## config.mk

```make
export PLATFORM = sky130hd
export DESIGN_NAME = reg_write_sequencer
export DESIGN_NICKNAME = d
export VERILOG_FILES = /design/src/rtl/reg_write_sequencer.sv
export SDC_FILE = /design/constraint.sdc
export NUM_CORES = 1
export LEC_CHECK = 0
export ABC_AREA = 0
export BUFFER_PORTS_ARGS = -buffer_cell sky130_fd_sc_hd__buf_2
export CAP_MARGIN = 20
export CORE_MARGIN = 5
export CORE_UTILIZATION = 48
export DETAILED_ROUTE_END_ITERATION = 16
export GPL_ROUTABILITY_DRIVEN = 0
export MAX_ROUTING_LAYER = met4
export PLACE_DENSITY = 0.73
export RECOVER_POWER = 50
export REMOVE_ABC_BUFFERS = 1
export SYNTH_ARGS = -nofsm -noshare
export SYNTH_HDL_FRONTEND = slang
export SYNTH_SLANG_ARGS = --single-unit
```

## constraint.sdc

```tcl
create_clock -name clk -period 2.1 [get_ports clk]
set_input_delay 0.42 -clock clk [delete_from_list [all_inputs] [get_ports clk]]
set_output_delay 0.42 -clock clk [all_outputs]
set_load 0.01 [all_outputs]
```

## src/rtl/reg_write_sequencer.sv

```systemverilog
// reg_write_sequencer
// Turns a one-cycle write-back request into one or two timed register-file
// writes, driving the destination-mux select, the write-data source select
// and the RegWrite strobe. Handles the two-write classes (POP, XCHG), a
// per-write DataValid timeout and the reserved class.
module reg_write_sequencer #(
   parameter int TIMEOUT = 15
) (
   input  logic       clk,
   input  logic       reset,
   input  logic       Start,
   input  logic [2:0] WbClass,
   input  logic       DataValid,
   output logic [2:0] RegDest,
   output logic [1:0] WbSrc,
   output logic       RegWrite,
   output logic       Busy,
   output logic       Done,
   output logic       Err
);

   typedef enum logic [1:0] {IDLE, WR1, WR2, FIN} state_t;

   localparam logic [2:0] CLS_RTYPE = 3'b000;
   localparam logic [2:0] CLS_ITYPE = 3'b001;
   localparam logic [2:0] CLS_LOAD  = 3'b010;
   localparam logic [2:0] CLS_JAL   = 3'b011;
   localparam logic [2:0] CLS_PUSH  = 3'b100;
   localparam logic [2:0] CLS_POP   = 3'b101;
   localparam logic [2:0] CLS_XCHG  = 3'b110;
   localparam logic [2:0] CLS_RSVD  = 3'b111;

   // Last wait-counter value before a write is abandoned.
   localparam logic [3:0] WAIT_LAST = 4'(TIMEOUT - 1);

   state_t     state, next_state;
   logic [2:0] cls_q;
   logic [3:0] wait_cnt;
   logic       err_pend;
   logic       err_set;
   logic       timeout_hit;
   logic       in_write;
   logic [4:0] sel_next;

   // {RegDest, WbSrc} for the first or second write of a class.
   function automatic logic [4:0] write_sel(input logic [2:0] cls, input logic second);
      logic [4:0] sel;
      sel = 5'b000_00;
      if (!second) begin
         case (cls)
            CLS_RTYPE: sel = 5'b001_00;
            CLS_ITYPE: sel = 5'b000_00;
            CLS_LOAD:  sel = 5'b000_01;
            CLS_JAL:   sel = 5'b010_10;
            CLS_PUSH:  sel = 5'b011_11;
            CLS_POP:   sel = 5'b000_01;
            CLS_XCHG:  sel = 5'b100_00;
            default:   sel = 5'b000_00;
         endcase
      end else begin
         case (cls)
            CLS_POP:  sel = 5'b011_11;
            CLS_XCHG: sel = 5'b000_01;
            default:  sel = 5'b000_00;
         endcase
      end
      return sel;
   endfunction

   assign in_write    = (state == WR1) || (state == WR2);
   assign timeout_hit = !DataValid && (wait_cnt == WAIT_LAST);

   // State register.
   always_ff @(posedge clk) begin
      // NOTE: sequential state uses non-blocking assignments so every flop
      // samples pre-edge values regardless of process ordering.
      if (reset) state <= IDLE;
      else       state <= next_state;
   end

   // Next-state logic, including reserved-class and timeout error flags.
   always_comb begin
      // NOTE: defaults first so no path leaves a signal unassigned (no latch).
      next_state = state;
      err_set    = 1'b0;
      case (state)
         IDLE: begin
            if (Start) begin
               if (WbClass == CLS_RSVD) begin
                  next_state = FIN;
                  err_set    = 1'b1;
               end else begin
                  next_state = WR1;
               end
            end
         end
         WR1: begin
            if (DataValid) begin
               next_state = ((cls_q == CLS_POP) || (cls_q == CLS_XCHG)) ? WR2 : FIN;
            end else if (timeout_hit) begin
               next_state = FIN;
               err_set    = 1'b1;
            end
         end
         WR2: begin
            if (DataValid) begin
               next_state = FIN;
            end else if (timeout_hit) begin
               next_state = FIN;
               err_set    = 1'b1;
            end
         end
         FIN:     next_state = IDLE;
         default: next_state = IDLE;
      endcase
   end

   // Select values for the state being entered, so they are stable all state.
   always_comb begin
      sel_next = 5'b000_00;
      case (next_state)
         WR1:     sel_next = write_sel((state == IDLE) ? WbClass : cls_q, 1'b0);
         WR2:     sel_next = write_sel(cls_q, 1'b1);
         default: sel_next = 5'b000_00;
      endcase
   end

   // Latched class, wait counter, pending error and registered selects.
   always_ff @(posedge clk) begin
      if (reset) begin
         cls_q    <= 3'b000;
         wait_cnt <= 4'd0;
         err_pend <= 1'b0;
         RegDest  <= 3'b000;
         WbSrc    <= 2'b00;
      end else begin
         if ((state == IDLE) && Start) cls_q <= WbClass;
         if (next_state != state)           wait_cnt <= 4'd0;
         else if (in_write && !DataValid)   wait_cnt <= wait_cnt + 4'd1;
         if (state != FIN) err_pend <= err_set;
         {RegDest, WbSrc} <= sel_next;
      end
   end

   // Output decode: Mealy write strobe, status flags.
   always_comb begin
      RegWrite = in_write && DataValid && !reset;
      Busy     = (state != IDLE);
      Done     = (state == FIN);
      Err      = (state == FIN) && err_pend;
   end

endmodule

```

[After elaboration in Yosys (flattened, before gate mapping)]
Cells that the tools add are included.
Word-level totals
  register bits after elaboration: 15
  input bits: 7
  output and inout port bits: 9
  logic and storage cells: 55
Operators by class
  $add $sub $neg: 1
  eq/ne operators: 16
  multiplexer cells: 16
  reduce and logical (&&, ||, !) cells: 16
Operators with widths (count)
  5-bit case mux with 5 select lines: 1
  3-bit equality test, second input constant: 6
  2-bit 2-to-1 mux: 5
  5-bit case mux with 2 select lines: 1
  2-bit case mux with 4 select lines: 1
  4-bit case mux with 2 select lines: 1
  2-bit equality test, second input constant: 3
  3-bit by 2-bit equality test with 1-bit output, second input constant: 2
  1-bit logical AND: 6
  2-bit OR reduction: 3
  1-bit 2-to-1 mux: 5
  4-bit by 1-bit adder with 4-bit output, second input constant: 1
  2-bit by 1-bit equality test with 1-bit output, second input constant: 2
  4-bit equality test, second input constant: 1
  3-bit zero test: 1
  3-bit 2-to-1 mux: 1
  1-bit zero test: 2
  2-bit zero test: 1
  1-bit logical OR: 2
  2-bit inequality test: 1
  2-bit inequality test, second input constant: 1
  1-bit case mux with 2 select lines: 1
  2-bit nonzero test: 1

[Depth between registers and ports, before layout]
Gate-level depths: netlist of run 1.
  word-level depth: 7
  depth in mapped cells: 10
  depth with buffers taken out: 10

[Least setup slack after synthesis of run 1]
Ideal clock, no wire load.
  path type: register -> register
  from: register state[1]
  to: register RegDest[0]
  setup time: 0.070 ns
  data arrival time: 1.989 ns
  data required time: 2.030 ns
  setup slack: 0.041 ns
  cell stages (with the launch flop): 9
  buffers on the path: 0
  clock period less this slack: 2.059 ns
  cells stage by stage: dfxtp_1 inv_1 ha_1 a311o_1 a21oi_1 a21o_1 ha_1 or2_2 a21oi_1
Between the ends
  longest elaborated chain between the ends: 6
  elaborated cells on any way between the ends: 21
  classes of those cells: eq/ne (10); mux (8); reduce/logical (3)
RTL lines
  start: declaration: line 36  | state_t state, next_state;
  start signal: assignment: line 78  | else state <= next_state;
  2-bit zero test: line 86, 122
  3-bit 2-to-1 mux: line 122  | WR1: sel_next = write_sel((state == IDLE) ? WbClass : cls_q, 1'b0);
  3-bit equality test or 3-bit by 2-bit equality test with 1-bit output (tied branches): line 50  | case (cls)
  2-bit OR reduction (no line)
  5-bit case mux with 5 select lines: line 50
  5-bit case mux with 2 select lines *: line 121  | case (next_state)
  end signal: assignment: line 141  | {RegDest, WbSrc} <= sel_next;
  end: declaration: line 14  | output logic [2:0] RegDest,
Mark *: on every way between the ends. The rest lies on a longest branch, timed or not.
A chain may end at the register's enable or synchronous reset.

[Worst setup path after layout of run 1]
  from: register wait_cnt[0]
  to: register RegDest[0]
Between the ends
  longest elaborated chain between the ends: 7
  elaborated cells on any way between the ends: 9
  classes of those cells: eq/ne (3); mux (5); reduce/logical (1)
RTL lines
  start: declaration: line 38  | logic [3:0] wait_cnt;
  start signal: assignment: line 139  | else if (in_write && !DataValid) wait_cnt <= wait_cnt + 4'd1;
  4-bit equality test *: line 71  | assign timeout_hit = !DataValid && (wait_cnt == WAIT_LAST);
  1-bit logical AND *: line 71
  2-bit 2-to-1 mux *: line 100, 108
  2-bit 2-to-1 mux (on tied branches): line 106, 98
  2-bit case mux with 4 select lines *: line 86  | case (state)
  2-bit equality test or 2-bit by 1-bit equality test with 1-bit output (tied branches): line 121
  5-bit case mux with 2 select lines *: line 121
Marks and branches as above.

==> results of run 1 <==
-- cells by family after synthesis --
group | Yosys count | share of synthesized area
simple gates | 37 | 0.208
compound gates | 23 | 0.182
flops | 14 | 0.304
buf+inv | 12 | 0.0556
fa+ha+maj | 10 | 0.136
mux | 6 | 0.0678
xor+xnor | 5 | 0.0475
-- power groups by stage --
stage / sequential (uW) / combinational, uW / clock (uW)
CTS: 312 / 418 / 200
global route: 317 / 483 / 206
detailed placement: 318 / 415 / 0
global placement: 316 / 406 / 0
finish: 313 / 439 / 198
floorplan: 325 / 286 / 0
-- worst paths after layout --
check | start | endpoint | slack [ns]
max | wait_cnt[0]$_SDFFE_PP0P_ | RegDest[0]$_SDFF_PP0_ | 0.09
min | reset | cls_q[0]$_SDFFE_PP0P_ | 0.42
max reg2reg | wait_cnt[0]$_SDFFE_PP0P_ | RegDest[0]$_SDFF_PP0_ | 0.09
min reg2reg | cls_q[1]$_SDFFE_PP0P_ | cls_q[1]$_SDFFE_PP0P_ | 0.53
-- stage by stage --
step / TNS [ns] / instances / cell area [um^2]
2_1_floorplan: 0 / 103 / 901
3_3_place_gp: 0 / 149 / 1050
3_5_place_dp: 0 / 149 / 1050
4_1_cts: 0 / 153 / 1090
5_1_grt: -0.0541 / 153 / 1100
6_report: 0 / 153 / 1100
-- final cells by class --
| class | instances | area (um^2) | share of cell area |
|---|---|---|---|
| multi-input combinational | 81 | 609 | 0.553 |
| inverter | 8 | 30.0 | 0.0272 |
| timing repair buffer | 21 | 114 | 0.103 |
| clock buffer | 4 | 36.3 | 0.0329 |
| tap | 25 | 31.3 | 0.0284 |
| sequential | 14 | 282 | 0.255 |
-- state kept, by name (all words and copies together) (netlist names) --
register / flops
err_pend: 1
RegDest: 3
WbSrc: 1
cls_q: 3
wait_cnt: 4
state: 2
-- per-layer routing --
layer | routed length (um) | share of wire | track usage | vias to the layer above
li1 | - | - | - | 424
met1 | 988 | 0.45 | 0.190 | 373
met2 | 1130 | 0.52 | 0.300 | 5
met3 | 46 | 0.021 | 0.0277 | 2
met4 | 8 | 0.0037 | 0.0723 | 0
met5 | 0 | 0 | - | -
-- cells in the mapped netlist, types with 2 or more instances --
| cell | count | share of area |
|---|---|---|
| dfxtp_1 | 14 | 0.30 |
| a21oi_1 | 10 | 0.054 |
| ha_1 | 10 | 0.14 |
| inv_1 | 8 | 0.033 |
| nand3_1 | 7 | 0.038 |
| nand2_1 | 6 | 0.024 |
| nor3_1 | 6 | 0.033 |
| nor2_1 | 5 | 0.020 |
| mux2i_1 | 4 | 0.043 |
| nand4_1 | 3 | 0.020 |
| xor2_1 | 3 | 0.028 |
| and2_1 | 2 | 0.014 |
| and3_1 | 2 | 0.014 |
| buf_2 | 2 | 0.011 |
| o21ai_1 | 2 | 0.011 |
| or2_2 | 2 | 0.014 |
| xnor2_1 | 2 | 0.019 |
-- timing repair --
item | CTS | global route
endpoints found under the setup margin | 0 | 4
resized for setup | 0 | 6
setup buffers | 0 | 0
==> qor.txt, run 1 <==
Outcome: finished clean
Worst-path cell chain: inv_1 -> ha_1 -> a311o_1 -> a21oi_2 -> a21o_1 -> ha_1 -> or2_4 -> a21oi_1
Hold Crit Class: in -> reg
Cell Pwr Density: 862 nW/um^2
Clock skew: 0.000686 ns
NetSw: 362 uW
Logic pwr share: 0.462
Top Ports: 16
Hold Vio Cnt, Final: 0
Share of cells above drive strength 1: 0.250
Vias after detailed routing: 804
Max_cap viols: 0
Post-layout power: 950 uW
Cell Int Power: 588 uW
CP top delay family: compound AO/OA/AOI/OAI gates
Least-Margin Pin Slew: 0.464 ns
Syn Area/Cell: 8.62 um^2
CTS Buf Count: 3
Pre-Repair DR Iteration Count: 4
Buf/Inv on CP: 1
Cts-stage hold buffer count: 0
Most used cell, CP: ha_1
Final setup viols: 0
Die Y: 53.8 um
Clock slew at reported path FFs: 0.09 ns
GRT Residual Overflow: 0
Row count: 15
Most common cell after layout, fill and taps aside: dfxtp_1
Detailed Place HPWL: 1.65 mm
WS Path Type: reg -> reg
Full die area: 2900 um^2
FMAX: 498 MHz
Top FF cell, synth: dfxtp_1
Hold_ws: 0.418 ns
Via density: 5.25
Hold path cells: 2
Fin crit period: 2.01 ns
Final period utilization: 0.956
# DRC: 0
Area growth, synth to finish: 19.5%
Slowest stage cell, crit path: a311o_1
Clock sinks: 14
Switching Share: 0.381
Avg WL per Cell: 14.2 um
Initial drt markers: 15
Sequential share of power: 0.330
Crit-path max FO: 3
First-pass GRT wire length: 3.52 mm
Required @ worst endpoint: 2.32 ns
Synth Register Bits: 14
EDFF count, synth: 0
Fin worst setup slack: 0.0914 ns
Critical Path AT: 2.22 ns
Leakage: 0.000490 uW
# fillers: 163
Ys Warns: 0
Core Region: 1780 um^2
Sequential-to-total area share from yosys stat: 0.304
Initial core utilization: 0.517
PortBufs: 15
VDD IR max: 0.451 mV
Most frequent cells in the layout: dfxtp_1, ha_1, buf_2
Post-Route WL: 2.18 mm
Synthesized netlist cell count: 107
Endpoint class of the critical path: register
Mapped Area: 922 um^2
Crit path depth: 8
Root buf cell: clkbuf_4
CP Launch Type: register
CTS Buffer Depth: 2
Slew HR: 0.682
CP max stage delay: 0.39 ns
Gr usage total: 0.171
Post-synth ARST share: 0
Nets: 146
Vias in the first global route: 839
FF-to-FF path depth: 8
Pins Over Slew Limit: 0
Distinct cells, synth: 36
Pin count of the biggest net entering global routing: 10
Remaining antenna violation count: 0
Placement Setup Slack: 0.0430 ns
Initial antenna violation count: 0
Worst-Skew Late Latency: 0.28 ns
H-tree depth: 1
Antenna diodes: 0
Die X: 53.8 um
TritonCTS clock tree: done
Finished Core Util: 0.618
Clock share of power: 0.208
Power figures use the tool's default switching activity.
==> run 2, diff against run 1 <==
--- a/config.mk
+++ b/config.mk
@@ -16,6 +16,7 @@
 export PLACE_DENSITY = 0.73
 export RECOVER_POWER = 50
 export REMOVE_ABC_BUFFERS = 1
+export SKIP_LAST_GASP = 1
 export SYNTH_ARGS = -nofsm -noshare
 export SYNTH_HDL_FRONTEND = slang
 export SYNTH_SLANG_ARGS = --single-unit
==> constraint.sdc (replaced) <==
create_clock -name clk -period 2.1 [get_ports clk]
set_input_delay 0.42 -clock clk [delete_from_list [all_inputs] [get_ports clk]]
set_output_delay 0.42 -clock clk [all_outputs]
set_load 0.005 [all_outputs]
==> qor.txt, run 2 (same netlist as run 1, synthesis figures left out) <==
Most frequent cells in the layout: dfxtp_1, buf_2, ha_1
CTS Buffer Depth: 2 (unchanged)
Die Y: 53.8 um (unchanged)
Share of cells above drive strength 1: 0.258 (+0.00781)
Root buf cell: clkbuf_4
Fin crit period: 2.01 ns (unchanged)
TritonCTS clock tree: done
Cts-stage hold buffer count: 0 (unchanged)
Hold_ws: 0.418 ns (unchanged)
Post-route cell area: 1100 um^2 (+0.11%)
Most common cell after layout, fill and taps aside: dfxtp_1
Post-Route WL: 2.18 mm (unchanged)
# DRC: 0 (unchanged)
Leakage: 0.000495 uW (+0.87%)
Fin worst setup slack: 0.0914 ns (unchanged)
Endpoint class of the critical path: register
Pins Over Slew Limit: 0 (unchanged)
Core Region: 1780 um^2 (unchanged)
Initial antenna violation count: 0 (unchanged)
Avg WL per Cell: 14.2 um (unchanged)
Final setup viols: 0 (unchanged)
Placed cells: 149 (unchanged)
Max reg flops: 4 (unchanged)
CTS Buf Count: 3 (unchanged)
Cell Pwr Density: 854 nW/um^2 (-0.83%)
Detailed Place HPWL: 1.65 mm (unchanged)
Hold Vio Cnt, Final: 0 (unchanged)
Initial core utilization: 0.517 (unchanged)
Gr usage total: 0.171 (unchanged)
Initial drt markers: 15 (unchanged)
Hold Crit Class: in -> reg
Crit-path max FO: 3 (unchanged)
VDD IR max: 0.449 mV (-0.49%)
Max_cap viols: 0 (unchanged)
GRT Residual Overflow: 0 (unchanged)
PortBufs: 15 (unchanged)
Vias after detailed routing: 804 (unchanged)
Top reg by flops: wait_cnt
WS Path Type: reg -> reg
Clock sinks: 14 (unchanged)
FMAX: 498 MHz (unchanged)
Pin count of the biggest net entering global routing: 10 (unchanged)
Full die area: 2900 um^2 (unchanged)
Pre-Repair DR Iteration Count: 4 (unchanged)
Placement Setup Slack: 0.0430 ns (unchanged)
Post-route insts no fill: 153 (unchanged)
Top Ports: 16 (unchanged)
Required @ worst endpoint: 2.32 ns (about the same)
Post-DP Area: 1050 um^2 (unchanged)
Top flop regs: wait_cnt x4, RegDest x3, cls_q x3
Outcome: finished clean
H-tree depth: 1 (unchanged)
Post-layout power: 943 uW (-0.72%)
Row count: 15 (unchanged)
CP Launch Type: register
First-pass GRT wire length: 3.52 mm (unchanged)
Antenna diodes: 0 (unchanged)
Least-Margin Pin Slew: 0.464 ns (unchanged)
Area growth, synth to finish: 19.7%
Via density: 5.25 (unchanged)
Die X: 53.8 um (unchanged)
Critical Path AT: 2.22 ns (about the same)
Clock slew at reported path FFs: 0.09 ns (about the same)
Nets: 146 (unchanged)
Remaining antenna violation count: 0 (unchanged)
Slew HR: 0.682 (unchanged)
Clock skew: 0.000686 ns (unchanged)
Final period utilization: 0.956 (unchanged)
Vias in the first global route: 839 (unchanged)
Worst-Skew Late Latency: 0.28 ns (about the same)
run 2: layout make-up:
type / count / area [um^2]
Fill cell: 162 / 679
Multi-Input combinational cell: 81 / 609
Sequential cell: 14 / 282
Timing Repair Buffer: 21 / 115
Clock buffer: 4 / 36.3
Tap cell: 25 / 31.3
Inverter: 8 / 30.0
run 2: per-layer routing:
metal	up-vias	routed length (um)	track usage
met5	-	0	-
met4	0	8	0.0723
li1	424	-	-
met2	5	1130	0.300
met1	373	989	0.190
met3	2	45	0.0277
run 2: worst paths after layout:
kind	from	endpoint	slack, ns	cells after the start
max	wait_cnt[0]$_SDFFE_PP0P_	RegDest[0]$_SDFF_PP0_	0.09	8
min	reset	cls_q[0]$_SDFFE_PP0P_	0.42	2
max reg2reg	wait_cnt[0]$_SDFFE_PP0P_	RegDest[0]$_SDFF_PP0_	0.09	8
min reg2reg	cls_q[1]$_SDFFE_PP0P_	cls_q[1]$_SDFFE_PP0P_	0.53	2
run 2: where the power goes:
group	switching [uW]	internal [uW]
combinational	243	189
clock	92.6	105
sequential	19.5	294
total	355	588
run 2: what timing repair did:
action,in CTS,in global routing
setup buffers,0,0
gates resized for setup,0,6
hold endpoints to repair,0,0
setup endpoints to repair,0,4
run 2: metrics by stage:
step | util | TNS (ns)
6_report | 0.619 | 0
5_1_grt | 0.619 | -0.0541
4_1_cts | 0.611 | 0
3_5_place_dp | 0.590 | 0
3_3_place_gp | 0.590 | 0
2_1_floorplan | - | 0
run 2: critical path, stage by stage, from the launching register on:
cell,delay [ns]
dfxtp_2,0.34
inv_1,0.04
ha_1,0.21
a311o_1,0.39
a21oi_2,0.19
a21o_1,0.15
ha_1,0.26
or2_4,0.26
a21oi_1,0.11
==> run 3, diff against run 2 <==
==> constraint.sdc (replaced) <==
create_clock -name clk -period 2.1 [get_ports clk]
set_input_delay 0.21 -clock clk [delete_from_list [all_inputs] [get_ports clk]]
set_output_delay 0.21 -clock clk [all_outputs]
set_load 0.005 [all_outputs]
==> qor.txt, run 3 (same netlist as run 1, synthesis figures left out) <==
Pre-Repair DR Iteration Count: 4 (unchanged)
Nets: 146 (unchanged)
Cell Pwr Density: 854 nW/um^2 (about the same)
Initial drt markers: 15 (unchanged)
Hold Vio Cnt, Final: 0 (unchanged)
Critical Path AT: 2.22 ns (about the same)
Fin crit period: 2.01 ns (-0.000000200 ns)
Max reg flops: 4 (unchanged)
Gr usage total: 0.171 (unchanged)
Clock slew at reported path FFs: 0.09 ns (about the same)
Slew HR: 0.682 (unchanged)
PortBufs: 15 (unchanged)
WS Path Type: reg -> reg
VDD IR max: 0.449 mV (about the same)
Core Region: 1780 um^2 (unchanged)
Top flop regs: wait_cnt x4, RegDest x3, cls_q x3
Post-Route WL: 2.18 mm (unchanged)
# fillers: 162 (unchanged)
Final setup viols: 0 (unchanged)
Worst-Skew Late Latency: 0.28 ns (about the same)
Initial core utilization: 0.517 (unchanged)
Required @ worst endpoint: 2.32 ns (about the same)
Register area: 282 um^2 (unchanged)
Clock skew: 0.000686 ns (unchanged)
Final period utilization: 0.956 (about the same)
H-tree depth: 1 (unchanged)
Clock sinks: 14 (unchanged)
Multi-input gate area in the final layout: 609 um^2 (unchanged)
FMAX: 498 MHz (unchanged)
Avg WL per Cell: 14.2 um (unchanged)
Root buf cell: clkbuf_4
Leakage: 0.000494 uW (-0.19%)
Placed cells: 149 (unchanged)
Antenna diodes: 0 (unchanged)
Least-Margin Pin Slew: 0.464 ns (unchanged)
Row count: 15 (unchanged)
Pins Over Slew Limit: 0 (unchanged)
Vias in the first global route: 839 (unchanged)
Share of cells above drive strength 1: 0.258 (unchanged)
Hold Crit Class: in -> reg
Via density: 5.25 (unchanged)
TritonCTS clock tree: done
Post-route insts no fill: 153 (unchanged)
Max_cap viols: 0 (unchanged)
Top reg by flops: wait_cnt
Top Ports: 16 (unchanged)
Area growth, synth to finish: 19.7% (unchanged)
Fin worst setup slack: 0.0914 ns (+0.000000200 ns)
Initial antenna violation count: 0 (unchanged)
First-pass GRT wire length: 3.52 mm (unchanged)
Vias after detailed routing: 804 (unchanged)
GRT Residual Overflow: 0 (unchanged)
Crit-path max FO: 3 (unchanged)
Placement Setup Slack: 0.0430 ns (unchanged)
Full die area: 2900 um^2 (unchanged)
CTS Buffer Depth: 2 (unchanged)
Post-layout power: 943 uW (about the same)
Detailed Place HPWL: 1.65 mm (unchanged)
Die Y: 53.8 um (unchanged)
Pin count of the biggest net entering global routing: 10 (unchanged)
Endpoint class of the critical path: register
Remaining antenna violation count: 0 (unchanged)
Most common cell after layout, fill and taps aside: dfxtp_1
CP Launch Type: register
# DRC: 0 (unchanged)
CTS Buf Count: 3 (unchanged)
Outcome: finished clean
Die X: 53.8 um (unchanged)
Most frequent cells in the layout: dfxtp_1, ha_1, buf_2
run 3: cell types whose count changed in the layout (fill, tap and decap cells not counted), sizes merged:
cell,delta
buf,-1
clkbuf,+1
run 3: layout make-up:
class | instances | share of cell area
inverter | 8 | 0.0272
clock buffer | 4 | 0.0329
multi-input combinational | 81 | 0.552
timing repair buffer | 21 | 0.104
sequential | 14 | 0.255
tap | 25 | 0.0283
run 3: worst max-delay path: stages (launching register included):
cell	delay [ns]
dfxtp_2	0.34
inv_1	0.04
ha_1	0.21
a311o_1	0.39
a21oi_2	0.19
a21o_1	0.15
ha_1	0.26
or2_4	0.26
a21oi_1	0.11
run 3: repair_timing:
item | CTS | global route
hold buffers | 0 | 0
endpoints found under the hold margin | 0 | 0
resized for setup | 0 | 6
buffers inserted | 0 | 0
setup endpoints to repair | 0 | 4
run 3: path summary, 6_finish.rpt:
check                           cells after the start  slack (ns)               endpoint                startpoint
worst min register to register                      2        0.53  cls_q[1]$_SDFFE_PP0P_     cls_q[1]$_SDFFE_PP0P_
worst max register to register                      8        0.09  RegDest[0]$_SDFF_PP0_  wait_cnt[0]$_SDFFE_PP0P_
worst max-delay path                                8        0.09  RegDest[0]$_SDFF_PP0_  wait_cnt[0]$_SDFFE_PP0P_
worst min-delay path                                2        0.21  cls_q[0]$_SDFFE_PP0P_                     reset
run 3: report_power, final:
part	leakage [uW]	internal, uW	switching (uW)
clock	0.0000210	105	92.6
combinational	0.000358	189	243
sequential	0.000114	294	19.5
total	0.000494	588	355
run 3: per-stage QoR:
stage / utilization / instance area, um^2 / hold WS (ns) / TNS (ns)
after floorplan: - / 901 / 0.279 / 0
after global placement: 0.590 / 1050 / 0.494 / 0
after detailed placement: 0.590 / 1050 / 0.502 / 0
final: 0.619 / 1100 / 0.208 / 0
after global routing: 0.619 / 1100 / 0.210 / -0.0541
after CTS: 0.611 / 1090 / 0.199 / 0
run 3: layer usage:
| metal | GRT usage | vias up | share of wire |
|---|---|---|---|
| met5 | - | - | 0 |
| met1 | 0.190 | 373 | 0.45 |
| met2 | 0.300 | 5 | 0.52 |
| met4 | 0.0723 | 0 | 0.0037 |
| li1 | - | 424 | - |
| met3 | 0.0277 | 2 | 0.021 |
